### src/rtl/tsp_out_arbiter.sv
`default_nettype none
// ============================================================================
//  Module   : tsp_out_arbiter
//  Purpose  : Packet-aligned output arbiter for the TS replacer bank. Picks one
//             source per 188-byte packet (highest matched index wins, source 0
//             as fallback). The grant only changes on a source-0 sync byte, so
//             no packet is ever split between sources. Also keeps saturating
//             packet / conflict / sync-error counters.
//  Revision : 1.0 - initial release
// ============================================================================
module tsp_out_arbiter #(
  parameter int NUM_SRC        = 18,
  parameter int IDX_W          = 5,
  parameter int PACK_BYTE_SIZE = 188,
  parameter int CNT_W          = 16
) (
  input  logic                 clk,
  input  logic                 rst_n,
  input  logic [NUM_SRC-1:0]   src_matched,
  input  logic [NUM_SRC-1:0]   src_valid,
  input  logic [NUM_SRC-1:0]   src_sync,
  input  logic [NUM_SRC*8-1:0] src_data,
  output logic                 ts_out_valid,
  output logic                 ts_out_sync,
  output logic [7:0]           ts_out,
  output logic [IDX_W-1:0]     grant_idx,
  output logic                 locked,
  output logic [CNT_W-1:0]     pkt_count,
  output logic [CNT_W-1:0]     conflict_count,
  output logic [CNT_W-1:0]     sync_err_count,
  input  logic                 clr_counts
);

  typedef enum logic [0:0] {
    HUNT   = 1'b0,
    LOCKED = 1'b1
  } state_e;

  localparam logic [7:0] PKT_LAST = 8'(PACK_BYTE_SIZE);

  state_e           state_q, state_d;
  logic [7:0]       byte_cnt_q, byte_cnt_d;
  logic [IDX_W-1:0] grant_q, grant_d;
  logic [IDX_W-1:0] sel, gnt_eff;
  logic             any_match, multi_match;
  logic             byte_ev, start_ev;
  logic             pkt_inc, conflict_inc, sync_err_inc;
  logic             out_valid_d, out_sync_d, out_valid_q, out_sync_q;
  logic [7:0]       out_data_d, out_data_q;
  logic [CNT_W-1:0] pkt_cnt_q, conflict_cnt_q, sync_err_cnt_q;

  // Source 0 is the implicit fallback, so its match bit carries no information.
  logic unused_matched0;
  assign unused_matched0 = src_matched[0];

  // Timing reference comes from the base passthrough stream.
  assign byte_ev  = src_valid[0];
  assign start_ev = src_valid[0] & src_sync[0];

  // Highest-index matched replacer and "two or more matched" detection.
  always_comb begin
    sel         = '0;
    any_match   = 1'b0;
    multi_match = 1'b0;
    for (int i = 1; i < NUM_SRC; i++) begin
      if (src_matched[i]) begin
        multi_match = multi_match | any_match;
        any_match   = 1'b1;
        sel         = IDX_W'(i);
      end
    end
  end

  // State, packet byte counter and grant registers.
  always_ff @(posedge clk) begin
    if (!rst_n) begin
      state_q    <= HUNT;
      byte_cnt_q <= '0;
      grant_q    <= '0;
    end else begin
      state_q    <= state_d;
      byte_cnt_q <= byte_cnt_d;
      grant_q    <= grant_d;
    end
  end

  // Next-state logic; the sync byte itself is routed with the fresh selection.
  always_comb begin
    state_d      = state_q;
    byte_cnt_d   = byte_cnt_q;
    grant_d      = grant_q;
    sync_err_inc = 1'b0;
    pkt_inc      = start_ev & (sel != '0);
    conflict_inc = start_ev & multi_match;
    gnt_eff      = start_ev ? sel : grant_q;
    if (byte_ev) begin
      case (state_q)
        HUNT: begin
          if (start_ev) begin
            state_d    = LOCKED;
            byte_cnt_d = 8'd1;
            grant_d    = sel;
          end
        end
        LOCKED: begin
          if (start_ev) begin
            // A sync before the packet is complete is an early sync.
            sync_err_inc = (byte_cnt_q < PKT_LAST);
            byte_cnt_d   = 8'd1;
            grant_d      = sel;
          end else if (byte_cnt_q == PKT_LAST) begin
            // Missing sync: drop back to passthrough and hunt again.
            sync_err_inc = 1'b1;
            state_d      = HUNT;
            byte_cnt_d   = '0;
            grant_d      = '0;
          end else begin
            byte_cnt_d = byte_cnt_q + 8'd1;
          end
        end
        default: begin
          state_d    = HUNT;
          byte_cnt_d = '0;
          grant_d    = '0;
        end
      endcase
    end
  end

  // Output mux selecting the source that owns the current byte.
  always_comb begin
    out_valid_d = 1'b0;
    out_sync_d  = 1'b0;
    out_data_d  = '0;
    for (int i = 0; i < NUM_SRC; i++) begin
      if (gnt_eff == IDX_W'(i)) begin
        out_valid_d = src_valid[i];
        out_sync_d  = src_sync[i];
        out_data_d  = src_data[8*i +: 8];
      end
    end
  end

  // Registered output byte stream.
  always_ff @(posedge clk) begin
    if (!rst_n) begin
      out_valid_q <= 1'b0;
      out_sync_q  <= 1'b0;
      out_data_q  <= '0;
    end else begin
      out_valid_q <= out_valid_d;
      out_sync_q  <= out_sync_d;
      out_data_q  <= out_data_d;
    end
  end

  // Packets granted to a replacer; clear beats increment, holds at all-ones.
  always_ff @(posedge clk) begin
    if (!rst_n || clr_counts) pkt_cnt_q <= '0;
    else if (pkt_inc && !(&pkt_cnt_q)) pkt_cnt_q <= pkt_cnt_q + CNT_W'(1);
  end

  // Packet starts with two or more replacers matched.
  always_ff @(posedge clk) begin
    if (!rst_n || clr_counts) conflict_cnt_q <= '0;
    else if (conflict_inc && !(&conflict_cnt_q)) conflict_cnt_q <= conflict_cnt_q + CNT_W'(1);
  end

  // Early plus missing sync events.
  always_ff @(posedge clk) begin
    if (!rst_n || clr_counts) sync_err_cnt_q <= '0;
    else if (sync_err_inc && !(&sync_err_cnt_q)) sync_err_cnt_q <= sync_err_cnt_q + CNT_W'(1);
  end

  assign ts_out_valid   = out_valid_q;
  assign ts_out_sync    = out_sync_q;
  assign ts_out         = out_data_q;
  assign grant_idx      = grant_q;
  assign locked         = (state_q == LOCKED);
  assign pkt_count      = pkt_cnt_q;
  assign conflict_count = conflict_cnt_q;
  assign sync_err_count = sync_err_cnt_q;

endmodule
`default_nettype wire

### config.mk
export PLATFORM = sky130hd
export DESIGN_NAME = tsp_out_arbiter
export DESIGN_NICKNAME = d
export VERILOG_FILES = /design/src/rtl/tsp_out_arbiter.sv
export SDC_FILE = /design/constraint.sdc
export NUM_CORES = 1
export LEC_CHECK = 0
export ABC_CLOCK_PERIOD_IN_PS = 6600
export CAP_MARGIN = 20
export CORE_ASPECT_RATIO = 2
export CORE_MARGIN = 10
export CORE_UTILIZATION = 35
export DETAILED_ROUTE_END_ITERATION = 16
export PLACE_DENSITY = 0.71
export SLEW_MARGIN = 20
export SYNTH_ARGS = -nofsm -noshare
export SYNTH_HDL_FRONTEND = slang
export SYNTH_SLANG_ARGS = --single-unit
### constraint.sdc
create_clock -name clk -period 6.6 [get_ports clk]
set_input_delay 0.99 -clock clk [delete_from_list [all_inputs] [get_ports clk]]
set_output_delay 0.99 -clock clk [all_outputs]
set_load 0.03 [all_outputs]
==> metrics.md <==
| Metric | Value |
|---|---|
| CTS clk-pin slew, worst paths | 50 ps |
| Clk sinks | 72 |
| Share of flip-flops with an asynchronous set or reset | 0% |
| Synth area leader | dfxtp_1 |
| Slew headroom | 28.8% |
| Pwr Density | 156 nW/um^2 |
| Netlist Area Pre-Place | 5350 sq um |
| Drt via density | 5.61 |
| Max Cap Viol | 0 |
| Layout cell share with drive strength beyond 1 | 5.56% |
| Warnings from Yosys | 0 |
| Startpoint Class | primary input |
| First-pass GRT wire length | 36.3 mm |
| Peak supply drop | 97.2 uV |
| Initial antenna violation count | 1 |
| Worst hold path type | reg -> reg |
| Worst path cell trace | clkdlybuf4s50_1, nor4bb_1, buf_4, or2_2, nand2_1, nand3_1, a21oi_1, a221oi_1, a211oi_1, nor4_1 |
| Syn Inst Count | 724 |
| Seq cells post-synth | 72 |
| Post-synthesis sequential area ratio | a little over a quarter |
| Placer Congestion | 0.943 |
| RR Startpoint | grant_idx[1] |
| Worst R2R End | ts_out[7] |
| Worst Reg-to-Reg Cells | 10 |
| CTS tree | built |
| Pleak | 2.83 nW |
| Core ar. | 14900 sq um |
| Final setup violation count | 0 |
| DR vias | around 6600 |
| Pre-antenna DRT Iters | 7 |
| Top post-synthesis cells by area | dfxtp_1 27%, nor2_1 6.7%, nand2_1 6.5% |
| GRT overflow | 0 |
| Worst-Margin Slew | 1070 ps |
| Final Cell Area | between 8000 and 9000 sq um |
| Io pins | around 270 |
| IO Port Bufs | 263 |
| Die Area | 20900 sq um |
| Nets | roughly 1200 |
| Syn Area/Cell | 7.39 sq um |
| Final core utilization | 56.3% |
| Cell Area, Placed | 8090 sq um |
| Number of global-route vias before repair | between 6000 and 7000 |
| H-tree levels | 3 |
| Most instantiated library cell after synthesis | nor2_1 |
| CTS Buffer Depth | 2 |
| CTS Buf Count | 9 |
| Max frequency | 0.224 GHz |
| Drt wl/cell | 20.3 um |
| Crit path DAT | roughly 4700 ps |
| DRT antenna net count | 0 |
| Worst Path Buf+Inv | 2 |
| Unrepaired setup endpoints after global routing | false |
| Setup TNS | 0 ps |
| Worst-Skew Late Latency | 330 ps |
| Starting Density | 35.9% |
| Hold path start | conflict_count[6] |
| Crit path max fanout | 29 |
| Status | complete, no violations |
| Largest net degree at the start of global routing | 39 |
| Top FF cell, synth | dfxtp_1 |
| FF+latch area | 1440 sq um |
| Reg-to-reg setup timing slack | roughly 3300 ps |
| Period Utilization, post-route | 67.7% |
| Final setup skew | 8.12 ps |
| Starting DRT DRC Count | 341 |
| Final Hold Vio Count | 0 |
| Syn nets | between 900 and 1000 |
| Layout Area Growth over Synthesis | 56.7% |
| Routed wire length | 23.7 mm |
| Yosys top cell area share | 26.9% |
| Synth cell types | 75 |
| Post-CTS Hold Buffers | 0 |
| DP Wirelength | slightly below 20 mm |
| Final Max Slew Viols | 0 |
| Crit path required time | between 6000 and 7000 ps |
| Worst Hold Path EP | conflict_count[6] |
| Hold path cells | 2 |
| Number of enable flip-flop cells after synthesis | 0 |
| Critical path class | in -> reg |
| Die span in x | approximately 110 um |
| All-Layer GR Usage | 21.8% |
| Setup crit end kind | flop |
| Post_cts resized | 0 |
| CP max-delay cell | clkdlybuf4s50_1 |
| Multi-input logic area | roughly 3700 sq um |
| Overall power | 1.31 mW |
| Synth cell count leaders | 96 x nor2_1, 92 x nand2_1, 72 x dfxtp_1, 50 x a21oi_1, 47 x nand3_1 |
| Number of remaining DRC errors | 0 |
| Height of the die | about 190 um |
| Critical Path Max Stage Delay | 820 ps |
| Minimum clock period | between 4000 and 5000 ps |
| Delay-heaviest family, CP | simple AND/OR/NAND/NOR gates |
| Post-CTS setup buffer count | 0 |
| Std cell rows | between 60 and 70 |
| CTS root buffer | clkbuf_16 |
| Fill cells | roughly 1400 |
[kinds of logic after synthesis]
group                      Yosys count  synth area share (%)
and+or+nand+nor                    321                  28.5
AOI/OAI and AO/OA                  207                  26.8
DFF                                 72                  26.9
buffers and inverters               52                  4.79
xor gates and xnor gates            39                  6.38
muxes                               25                  4.89
adders and majority gates            8                  1.73
[metrics by stage]
stage / hold slack (ps) / cells / setup WS, ps
floorplan: 479 / 724 / 3390
global placement: 476 / 1150 / 1890
detailed placement: 499 / 1150 / 1850
CTS: 507 / 1166 / 2160
global route: 541 / 1167 / 1880
finish: 502 / 1167 / 2130
[where the power goes]
part           leakage [nW]  internal (mW)  switching [mW]  total [mW]
sequential            0.584          0.447         0.00763       0.454
combinational          2.11          0.194           0.189       0.383
clock                 0.138          0.290           0.179       0.470
total                  2.83          0.931           0.376        1.31
[metal layers]
metal	GRT usage, %	vias up	wire, um
met4	10.6	0	1020
li1	-	3177	-
met1	19.2	3053	7440
met3	8.42	44	2260
met2	41.0	277	13000
met5	0	-	0
[worst max-delay path by stage]
stage                               start                 end  slack (ps)  cells past startpoint
after global routing         src_valid[0]           ts_out[5]        1880                     10
after global placement       src_valid[0]           ts_out[4]        1890                     10
after CTS                    src_valid[0]           ts_out[5]        2160                     10
final                        src_valid[0]           ts_out[1]        2130                     10
after floorplan           src_matched[11]  conflict_count[15]        3390                     11
after detailed placement     src_valid[0]           ts_out[5]        1850                     10
[layout make-up]
class                      instances  area share, %
clock inverter                     6          0.716
multi-input combinational        600           43.7
timing repair buffer             272           32.2
sequential                        72           17.2
clock buffer                      10           2.73
antenna                            1         0.0299
tap                              195           2.91
inverter                          11          0.493
[cell usage in the layout, fill, tap and decap left out, types with 4 or more instances in the layout]
cell type	Yosys	routed
a221oi_1	14	14
clkbuf_16	0	9
mux2i_1	16	16
a211oi_1	15	15
a31oi_1	9	9
a21oi_1	50	49
xor2_1	25	25
o2bb2ai_1	6	6
and2_1	4	4
nor3_1	18	18
ha_1	5	5
nor4_1	4	4
nand2_1	92	92
clkdlybuf4s50_1	0	263
a21oi_2	3	4
a222oi_1	5	5
dfxtp_1	72	72
o21ai_0	33	33
o31ai_1	5	5
mux2_2	9	9
inv_1	11	11
nand3_1	47	47
o22ai_1	17	17
xnor2_1	14	14
buf_4	3	9
o211ai_1	6	6
o21a_1	4	4
or3_1	13	13
nand4_1	14	14
and3_1	13	13
nor2_1	96	96
[worst reg2reg max path, stage by stage, from the launching register on]
cell	delay [ps]
dfxtp_1	420
a21boi_0	330
nor3_1	90
a21boi_2	220
nor2_4	450
buf_4	430
mux2_2	390
a22oi_1	190
a211oi_1	70
o31ai_1	450
a221oi_2	100
[flip-flops by register name, summed over array words and instances (netlist names)]
signal	cells
grant_idx	5
conflict_count	16
pkt_count	16
byte_cnt_q	8
locked	1
ts_out_valid	1
sync_err_count	16
ts_out_sync	1
ts_out	8
Power figures use the tool's default switching activity.
